`config.mk`:
```
export PLATFORM = sky130hd
export DESIGN_NAME = spm_ctrl_flat
export DESIGN_NICKNAME = d
export VERILOG_FILES = /design/src/rtl/spm_pkg.sv /design/src/rtl/spm_ctrl_if.sv /design/src/rtl/spm_serdes.sv /design/src/rtl/spm_ctrl.sv /design/src/flat_wrapper.sv
export SDC_FILE = /design/constraint.sdc
export NUM_CORES = 1
export LEC_CHECK = 0
export ABC_AREA = 1
export ABC_CLOCK_PERIOD_IN_PS = 2330
export BUFFER_PORTS_ARGS = -buffer_cell sky130_fd_sc_hd__buf_2
export CAP_MARGIN = 20
export CORE_MARGIN = 2
export CORE_UTILIZATION = 58
export DETAILED_ROUTE_END_ITERATION = 8
export PLACE_DENSITY = 0.84
export SYNTH_ARGS = -nofsm -noshare
export SYNTH_HDL_FRONTEND = slang
export SYNTH_HIERARCHICAL = 1
export SYNTH_SLANG_ARGS = --single-unit
```
`constraint.sdc`:
```
create_clock -name clk -period 2.33 [get_ports clk]
set_input_delay 0.1165 -clock clk [delete_from_list [all_inputs] [get_ports clk]]
set_output_delay 0.1165 -clock clk [all_outputs]
set_load 0.02 [all_outputs]
```
`src/rtl/spm_pkg.sv`:
```
// Shared types, defaults and the run-length helper for the spm sequencing controller.
package spm_pkg;

    localparam int unsigned SPM_WIDTH_DEF = 32;
    localparam int unsigned SPM_LAT_DEF   = 1;

    typedef enum logic [1:0] {
        ST_IDLE = 2'd0,
        ST_RUN  = 2'd1,
        ST_DONE = 2'd2
    } spm_state_e;

    // Number of RUN cycles: 2*WIDTH serial product bits plus the multiplier latency.
    function automatic int unsigned spm_run_len(input int unsigned width, input int unsigned lat);
        return 2 * width + lat;
    endfunction

endpackage

```
`src/rtl/spm_ctrl_if.sv`:
```
// Operand/product valid-ready bus between the operand source and spm_ctrl.
interface spm_ctrl_if
    import spm_pkg::*;
#(
    parameter int unsigned WIDTH = SPM_WIDTH_DEF
);

    logic                 in_valid;
    logic                 in_ready;
    logic [WIDTH-1:0]     in_x;
    logic [WIDTH-1:0]     in_y;
    logic                 out_valid;
    logic                 out_ready;
    logic [2*WIDTH-1:0]   out_p;

    modport master (
        output in_valid, in_x, in_y, out_ready,
        input  in_ready, out_valid, out_p
    );

    modport slave (
        input  in_valid, in_x, in_y, out_ready,
        output in_ready, out_valid, out_p
    );

endinterface

```
`src/rtl/spm_serdes.sv`:
```
// Y parallel-in/serial-out and P serial-in/parallel-out registers for the spm datapath.
module spm_serdes
    import spm_pkg::*;
#(
    parameter int unsigned WIDTH = SPM_WIDTH_DEF
) (
    input  logic                 clk,
    input  logic                 rst_n,
    input  logic                 load,
    input  logic [2*WIDTH-1:0]   y_word,
    input  logic                 shift_en,
    input  logic                 capture_en,
    input  logic                 p_bit,
    output logic                 y_bit,
    output logic [2*WIDTH-1:0]   p_word
);

    localparam int unsigned PW = 2 * WIDTH;

    logic [PW-1:0] y_q;
    logic [PW-1:0] p_q;

    // Y holds the operand plus its extension bits; zeros shift in so spm_y idles low.
    always_ff @(posedge clk or negedge rst_n) begin
        if (!rst_n) begin
            y_q <= '0;
        end else if (load) begin
            y_q <= y_word;
        end else if (shift_en) begin
            y_q <= {1'b0, y_q[PW-1:1]};
        end
    end

    // Product bits arrive LSB first, so each one enters at the MSB and ripples down.
    always_ff @(posedge clk or negedge rst_n) begin
        if (!rst_n) begin
            p_q <= '0;
        end else if (load) begin
            p_q <= '0;
        end else if (capture_en) begin
            p_q <= {p_bit, p_q[PW-1:1]};
        end
    end

    assign y_bit  = y_q[0];
    assign p_word = p_q;

endmodule

```
`src/rtl/spm_ctrl.sv`:
```
// Sequencing controller for the serial-parallel multiplier: accepts X/Y, streams Y, collects P.
// Optional SPM_CTRL_SIGNED_EN sign-extends Y for a two's-complement product.
module spm_ctrl
    import spm_pkg::*;
#(
    parameter int unsigned WIDTH   = SPM_WIDTH_DEF,
    parameter int unsigned SPM_LAT = SPM_LAT_DEF
) (
    input  logic              clk,
    input  logic              rst_n,
    spm_ctrl_if.slave         bus,
    output logic              busy,
    output logic              spm_rst,
    output logic [WIDTH-1:0]  spm_x,
    output logic              spm_y,
    input  logic              spm_p
);

    localparam int unsigned PW      = 2 * WIDTH;
    localparam int unsigned RUN_LEN = spm_run_len(WIDTH, SPM_LAT);
    localparam int unsigned CNT_W   = $clog2(RUN_LEN + 1);

    spm_state_e       state_q;
    spm_state_e       state_d;
    logic [CNT_W-1:0] cnt_q;
    logic             accept;
    logic             shift_en;
    logic             capture_en;
    logic             in_ready_q;
    logic             out_valid_q;
    logic [WIDTH-1:0] y_ext;
    logic [PW-1:0]    p_word;

    // Next-state logic; accepts only from IDLE, so DONE never bypasses into a new run.
    always_comb begin
        state_d = state_q;
        accept  = 1'b0;
        case (state_q)
            ST_IDLE: begin
                if (bus.in_valid) begin
                    accept  = 1'b1;
                    state_d = ST_RUN;
                end
            end
            ST_RUN: begin
                if (cnt_q == CNT_W'(RUN_LEN - 1)) begin
                    state_d = ST_DONE;
                end
            end
            ST_DONE: begin
                if (bus.out_ready) begin
                    state_d = ST_IDLE;
                end
            end
            default: begin
                state_d = ST_IDLE;
            end
        endcase
    end

    always_ff @(posedge clk or negedge rst_n) begin
        if (!rst_n) begin
            state_q <= ST_IDLE;
        end else begin
            state_q <= state_d;
        end
    end

    // Run-cycle counter: value c during RUN cycle c.
    always_ff @(posedge clk or negedge rst_n) begin
        if (!rst_n) begin
            cnt_q <= '0;
        end else if (accept) begin
            cnt_q <= '0;
        end else if (state_q == ST_RUN) begin
            cnt_q <= cnt_q + CNT_W'(1);
        end
    end

    // Status outputs registered from the next state so they line up with state_q.
    always_ff @(posedge clk or negedge rst_n) begin
        if (!rst_n) begin
            in_ready_q  <= 1'b1;
            out_valid_q <= 1'b0;
            busy        <= 1'b0;
            spm_rst     <= 1'b1;
        end else begin
            in_ready_q  <= (state_d == ST_IDLE);
            out_valid_q <= (state_d == ST_DONE);
            busy        <= (state_d != ST_IDLE);
            spm_rst     <= (state_d == ST_IDLE);
        end
    end

    always_ff @(posedge clk or negedge rst_n) begin
        if (!rst_n) begin
            spm_x <= '0;
        end else if (accept) begin
            spm_x <= bus.in_x;
        end
    end

`ifdef SPM_CTRL_SIGNED_EN
    assign y_ext = {WIDTH{bus.in_y[WIDTH-1]}};
`else
    assign y_ext = '0;
`endif

    assign shift_en   = (state_q == ST_RUN);
    // The first SPM_LAT cycles only fill the multiplier pipeline.
    assign capture_en = (state_q == ST_RUN) && (cnt_q >= CNT_W'(SPM_LAT));

    spm_serdes #(
        .WIDTH (WIDTH)
    ) u_serdes (
        .clk        (clk),
        .rst_n      (rst_n),
        .load       (accept),
        .y_word     ({y_ext, bus.in_y}),
        .shift_en   (shift_en),
        .capture_en (capture_en),
        .p_bit      (spm_p),
        .y_bit      (spm_y),
        .p_word     (p_word)
    );

    assign bus.in_ready  = in_ready_q;
    assign bus.out_valid = out_valid_q;
    assign bus.out_p     = p_word;

endmodule

```
`src/flat_wrapper.sv`:
```
// flat-port wrapper written by rule: the top's interface ports become plain ports
module spm_ctrl_flat import spm_pkg::*;
#(
    parameter int unsigned WIDTH   = SPM_WIDTH_DEF,
    parameter int unsigned SPM_LAT = SPM_LAT_DEF
)
  (clk, rst_n, busy, spm_rst, spm_x, spm_y, spm_p, bus_in_valid, bus_in_x, bus_in_y, bus_out_ready, bus_in_ready, bus_out_valid, bus_out_p);
  spm_ctrl_if #(.WIDTH(WIDTH)) bus_i ();
  input  logic clk;
  input  logic rst_n;
  output logic busy;
  output logic spm_rst;
  output logic [WIDTH-1:0] spm_x;
  output logic spm_y;
  input  logic spm_p;
  input wire logic [$bits(bus_i.in_valid)-1:0] bus_in_valid;
  input wire logic [$bits(bus_i.in_x)-1:0] bus_in_x;
  input wire logic [$bits(bus_i.in_y)-1:0] bus_in_y;
  input wire logic [$bits(bus_i.out_ready)-1:0] bus_out_ready;
  output wire logic [$bits(bus_i.in_ready)-1:0] bus_in_ready;
  output wire logic [$bits(bus_i.out_valid)-1:0] bus_out_valid;
  output wire logic [$bits(bus_i.out_p)-1:0] bus_out_p;
  assign bus_i.in_valid = bus_in_valid;
  assign bus_i.in_x = bus_in_x;
  assign bus_i.in_y = bus_in_y;
  assign bus_i.out_ready = bus_out_ready;
  assign bus_in_ready = bus_i.in_ready;
  assign bus_out_valid = bus_i.out_valid;
  assign bus_out_p = bus_i.out_p;
  spm_ctrl #(.WIDTH(WIDTH), .SPM_LAT(SPM_LAT)) u_core (.clk(clk), .rst_n(rst_n), .bus(bus_i), .busy(busy), .spm_rst(spm_rst), .spm_x(spm_x), .spm_y(spm_y), .spm_p(spm_p));
endmodule
```
==> results of run 1 <==
==> metrics by stage <==
step	cells	utilization (%)	power, mW	hold WS [ns]
floorplan	874	-	8.32	-0.179
global placement	1170	68.5	9.63	0.141
detailed placement	1170	68.5	9.81	0.141
CTS	1268	79.1	13.0	0.0327
global route	1268	79.1	13.9	0.0752
finish	1268	79.1	13.1	0.0501
==> Yosys cell counts (2+ instances only) <==
cell type / n
nand2_1: 375
buf_1: 2
inv_2: 6
a21oi_1: 64
nor2_1: 14
ha_1: 3
dfrtp_1: 171
o21ai_0: 7
nand3_1: 129
buf_4: 2
buf_2: 32
nand4_1: 2
buf_6: 7
clkbuf_1: 11
inv_1: 11
==> kinds of logic (layout without fill, tap and decap cells) <==
group | count (synthesis) | count (layout) | share of synthesized area [%]
and+or+nand+nor | 525 | 525 | 29.8
DFF | 172 | 172 | 59.6
AOI/OAI and AO/OA | 71 | 71 | 4.92
buffers and inverters | 71 | 297 | 5.07
adders and majority gates | 3 | 3 | 0.520
other | 1 | 32 | 0.0519
==> where the power goes <==
group          leakage [nW]  internal [mW]  switching, mW
Clock                 0.306           1.84           1.15
Sequential             2.24           4.23          0.856
Combinational          2.46           1.66           3.36
==> placed cells by master (no fill, tap or decap) <==
cell type,netlist,layout
nand2_1,375,375
dfrtp_1,171,171
buf_2,32,168
nand3_1,129,129
dlygate4sd3_1,0,66
a21oi_1,64,64
conb_1,1,32
clkbuf_16,0,17
nor2_1,14,14
inv_1,11,11
buf_4,2,9
o21ai_0,7,7
clkinv_2,0,5
inv_2,6,5
bufinv_16,0,4
buf_12,0,4
ha_1,3,3
clkinvlp_4,0,2
clkbuf_8,0,2
nor2_4,1,2
nand4_1,2,2
clkbuf_1,11,1
clkinv_4,0,1
buf_6,7,1
nand2_2,1,1
nand3b_1,1,1
inv_4,0,1
and2_2,0,1
dfstp_2,1,1
==> layout make-up <==
class                   count  area, µm²  area share (%)
well taps                 168        210            2.20
inverters                  17       66.3           0.695
flip-flops and latches    172       4310            45.1
clock buffers              20        457            4.79
multi-input cells         631       2680            28.0
clock inverters            12        169            1.77
repair buffers            248       1660            17.4
==> worst max path at each step <==
stage,endpoint,cells after the start
global placement,u_core/u_serdes/p_word[40],8
global route,u_core/u_serdes/p_word[40],8
floorplan,u_core/u_serdes/p_word[54],9
detailed placement,u_core/u_serdes/p_word[47],8
CTS,u_core/u_serdes/p_word[37],8
finish,u_core/u_serdes/p_word[37],8
==> per-layer routing <==
| metal | vias up | track usage, % | routed length [µm] |
|---|---|---|---|
| met4 | 0 | 14.0 | 660 |
| met2 | 315 | 49.4 | 9970 |
| met5 | - | 0 | 0 |
| li1 | 3151 | - | - |
| met1 | 3253 | 37.7 | 7610 |
| met3 | 66 | 6.01 | 1180 |
==> state kept, by name (all words and copies together), names as in the netlist <==
register	flops
u_core/bus.in_ready	1
u_core/u_serdes/p_word	64
u_core/bus.out_valid	1
u_core/busy	1
u_core/u_serdes/y_q	64
u_core/spm_x	32
u_core/cnt_q	7
u_core/state_q	2
==> timing repair <==
action,CTS,global route
hold endpoints to repair,125,0
hold buffers,66,0
setup endpoints to repair,0,0
setup buffers,0,0
==> critical path, delay by kind of cell (launching register included) <==
family | cells | cell delay (ns)
buffers and inverters | 2 | 0.61
flip-flops | 1 | 0.41
AND/OR/NAND/NOR | 4 | 0.39
AO/OA/AOI/OAI | 1 | 0.23
adder cells (fa/ha/maj) | 1 | 0.14
==> impl_metrics.toml, run 1 <==
[outcome]
outcome = "complete, no violations"

[sta]
fmax_mhz = 519
grt_setup_unrepaired = "false"
setup_tns_ns = 0
min_period_ns = 1.93
finalSetupViolations = 0
finalMaxSlewViolations = 0
tightest_slew_ns = 0.736
slew_headroom_pct = 51.0
setup_slack_ns = 0.403
skew_ns = 0.00825
hold_viol = 0
period_share_pct = 82.7

[die]
boundaryPins = 170
core_area_um2 = 12100
die_w_um = 116
rows = 40
die_area_um2 = 13400
initial_core_util_pct = 59.9
die_h_um = 116

[critical_path]
critPathMaxFanout = 64
rr_startpoint = "u_core/cnt_q[1]"
worst_r2r_path_depth = 8
cp_data_required_time_ns = 2.65
max_stage_delay_ns = 0.51
cp-start-kind = "register"
r2r_end = "u_core/u_serdes/p_word[37]"
critPathCaptureType = "register"
setup.worst_path.start = "u_core/cnt_q[1]"
crit_chain = "inv_1 > ha_1 > nor2_1 > nand4_1 > and2_2 > buf_4 > nand2_1 > a21oi_1"
worst_path_max_delay_cell = "buf_4"
critPathArrivalTime_ns = 2.25
r2r_slack_ns = 0.40
worstSetupPathType = "register to register"

[worst_hold_path]
hold_path_end = "u_core/busy"
min-delay-start = "bus_out_ready"
whs_path_depth = 4
hp-class = "input port to register"

[pwr]
leakage_nw = 5.01
power_density_nw_per_um2 = 1370
irDropWorstVdd_mv = 0.795

[logic_synthesis]
synth_edf_count = 0
ys_dominant_reg_cell = "dfrtp_1"
syn_area_um2 = 7220
seq_area_frac_synth_pct = 59.6
synthDistinctLibCells = 22
ys_top_cells_by_area = "dfrtp_1 (59%), nand2_1 (19%), nand3_1 (8.9%)"
ys_warn_count = 6
yosysTopAreaCell = "dfrtp_1"
netlist_instances = 843
synth_area_per_cell_um2 = 8.57
synth_async_sr_flop_share_pct = 100
ys_seq_elements = 172
synth_top_area_share_pct = 59.2

[cts]
clockRootBuffer = "clkbuf_16"
clockBufferDepth = 2
clkTransAtPathRegs_ns = 0.06
cts_buffers = 17
cts_tree = "built"
cts_sinks = 172
clock_latency_ns = 0.43
cts-resized-gates = 0
htree_levels = 4

[grt]
grt_pass1_wl_mm = 31.1
grt_overflow = 0
grt_max_degree = 129
grt_pass1_vias = 6520
antenna_found_initial = 0
grt_usage_pct = 29.7

[finish]
fillCellCount = 716
design_area_um2 = 9540
antenna_cells = 0
syn_to_final_growth_pct = 32.1
drive_above_1_share_pct = 20.4
nNetsFinal = 1159

[routing]
wl_per_cell_um = 15.3
first_iter_violations = 768
drtAntennaViolNets = 0
drc_errors = 0
vias = 6785
vias_per_cell = 5.35
routed_wl_mm = 19.4
firstDrtPassIters = 6

[placed_design]
dp_hpwl_mm = 9.95
gpl.final_weighted_congestion = 0.754
place_area_um2 = 8260
dpl_worst_slack_ns = 0.506
numPortBuffers = 169

[run]
maxCapViolations = 0
Note: power is estimated with default switching activity, not from simulation.
==> run 2: changes to the inputs <==
- ABC_CLOCK_PERIOD_IN_PS: 2330 -> 1940
- CORE_UTILIZATION: 58 -> 54
- PLACE_DENSITY: 0.84 -> 0.79
- clock period: 2.33 -> 1.94 ns (I/O delays scaled with it)
==> impl_metrics.toml, run 2 (synthesis results as in run 1) <==
[placed_design]
dp_hpwl_mm = 9.81
numPortBuffers = 169
gpl.final_weighted_congestion = 0.809

[critical_path]
crit_top_cell = "nand3_1"
crit_chain = "inv_2 > nand3_1 > inv_4 > nor2_4 > buf_12 > nand2_1 > nand3_1"
critPathArrivalTime_ns = 2.18
critPathMaxFanout = 34
setup.worst_path.start = "u_core/state_q[1]"
worstSetupPathType = "register to register"
worst_path_max_delay_cell = "nor2_4"
max_stage_delay_ns = 0.58
cp-start-kind = "register"
rr_startpoint = "u_core/state_q[1]"
cp_data_required_time_ns = 2.28
critPathCaptureType = "register"

[run]
maxCapViolations = 0

[sta]
hold_viol = 0
finalMaxSlewViolations = 0
skew_ns = 0.0131
slew_headroom_pct = 51.5
min_period_ns = 1.84
setup_tns_ns = 0
tightest_slew_ns = 0.726
holdWs_ns = 0.197
period_share_pct = 94.9
grt_setup_unrepaired = "false"
fmax_mhz = 543
finalSetupViolations = 0

[cts]
cts-resized-gates = 0
cts_sinks = 172
cts_tree = "built"
clockRootBuffer = "clkbuf_16"
clockBufferDepth = 2
clock_latency_ns = 0.43
clkTransAtPathRegs_ns = 0.06
cts_buffers = 17
htree_levels = 4

[routing]
drc_errors = 0
wl_per_cell_um = 13.7
firstDrtPassIters = 5
routed_wl_mm = 17.6
vias = 6510
drtAntennaViolNets = 0
first_iter_violations = 655
vias_per_cell = 5.09

[pwr]
leakage_nw = 5.03
p_int_mw = 9.36
power.share.clock_pct = 22.6
power_switching_share_pct = 39.9
comb_power_share_pct = 38.5
seqPwrFrac_pct = 38.9
power_density_nw_per_um2 = 1620
irDropWorstVdd_mv = 0.781
power_switching_mw = 6.21

[finish]
fillCellCount = 907
post-route-util_pct = 73.2
drive_above_1_share_pct = 20.3
layout_commonest_cell = "nand2_1"
layout_common_cells = "nand2_1 (375), dfrtp_1 (171), buf_2 (168)"
antenna_cells = 0
nNetsFinal = 1161
syn_to_final_growth_pct = 33.2

[grt]
grt_max_degree = 129
grt_pass1_wl_mm = 29.6
grt_pass1_vias = 6290
antenna_found_initial = 0
grt_usage_pct = 25.8
grt_overflow = 0

[die]
initial_core_util_pct = 55.0
rows = 42
die_w_um = 120
die_area_um2 = 14300
boundaryPins = 170
core_area_um2 = 13100
die_h_um = 120

[worst_hold_path]
hp-class = "input port to async pin"

[outcome]
outcome = "complete, no violations"
[run 2: changes by cell type in the layout (fill, tap and decap cells not counted)]
cell,before,now
buf_4,9,5
dlygate4sd3_1,66,67
buf_12,4,9
clkinv_4,1,0
clkbuf_8,2,1
clkbuf_1,1,2
inv_6,0,1
[run 2: worst paths after layout]
check	end	slack, ns	depth (start not counted)
worst max register to register	u_core/u_serdes/y_q[22]	0.1	7
worst min-delay path	u_core/u_serdes/p_word[6]	0.20	2
worst max-delay path	u_core/u_serdes/y_q[22]	0.1	7
worst min register to register	u_core/spm_x[14]	0.48	2
min in group clk	u_core/u_serdes/y_q[63]	0.35	6
max in group asynchronous	u_core/u_serdes/y_q[26]	1.10	3
[run 2: final cells by class]
type                       instances  area [µm²]  share of cell area, %
sequential                       172        4310                   44.7
multi-input combinational        631        2680                   27.8
timing repair buffer             250        1740                   18.1
clock buffer                      20         447                   4.64
tap                              176         220                   2.29
clock inverter                    12         169                   1.76
inverter                          17        66.3                  0.689
[run 2: critical path: cells and delay by family (launching register included)]
family / cells / cell delay [ns]
buffers and inverters: 3 / 0.41
DFF: 1 / 0.42
and+or+nand+nor: 4 / 0.93
[run 2: power groups by stage]
stage,clock network [mW],logic (mW),registers [mW]
6_report,3.52,5.99,6.06
5_1_grt,3.76,6.62,6.24
3_3_place_gp,0,5.67,6.03
2_1_floorplan,0,3.00,6.99
4_1_cts,3.60,5.95,6.03
3_5_place_dp,0,5.85,6.04
[run 2: routing by layer]
layer  track usage [%]  up-vias  part of all wire (%)
li1                  -     3163                     -
met1              34.3     3091                    43
met2              41.2      219                    49
met3              5.66       37                   5.0
met4              10.9        0                   2.4
met5                 0        -                     0
[run 2: timing repair]
action,4_1_cts,5_1_grt
hold endpoints to repair,117,0
hold buffers,67,0
setup buffers,0,0
[run 2: per-stage QoR]
step	cells	power [mW]	instance area, µm²	setup slack, ns
4_1_cts	1278	15.6	9620	0.134
6_report	1278	15.6	9620	0.0983
3_3_place_gp	1179	11.7	8340	0.235
2_1_floorplan	874	9.99	7340	0.384
3_5_place_dp	1179	11.9	8340	0.176
5_1_grt	1278	16.6	9620	0.0223
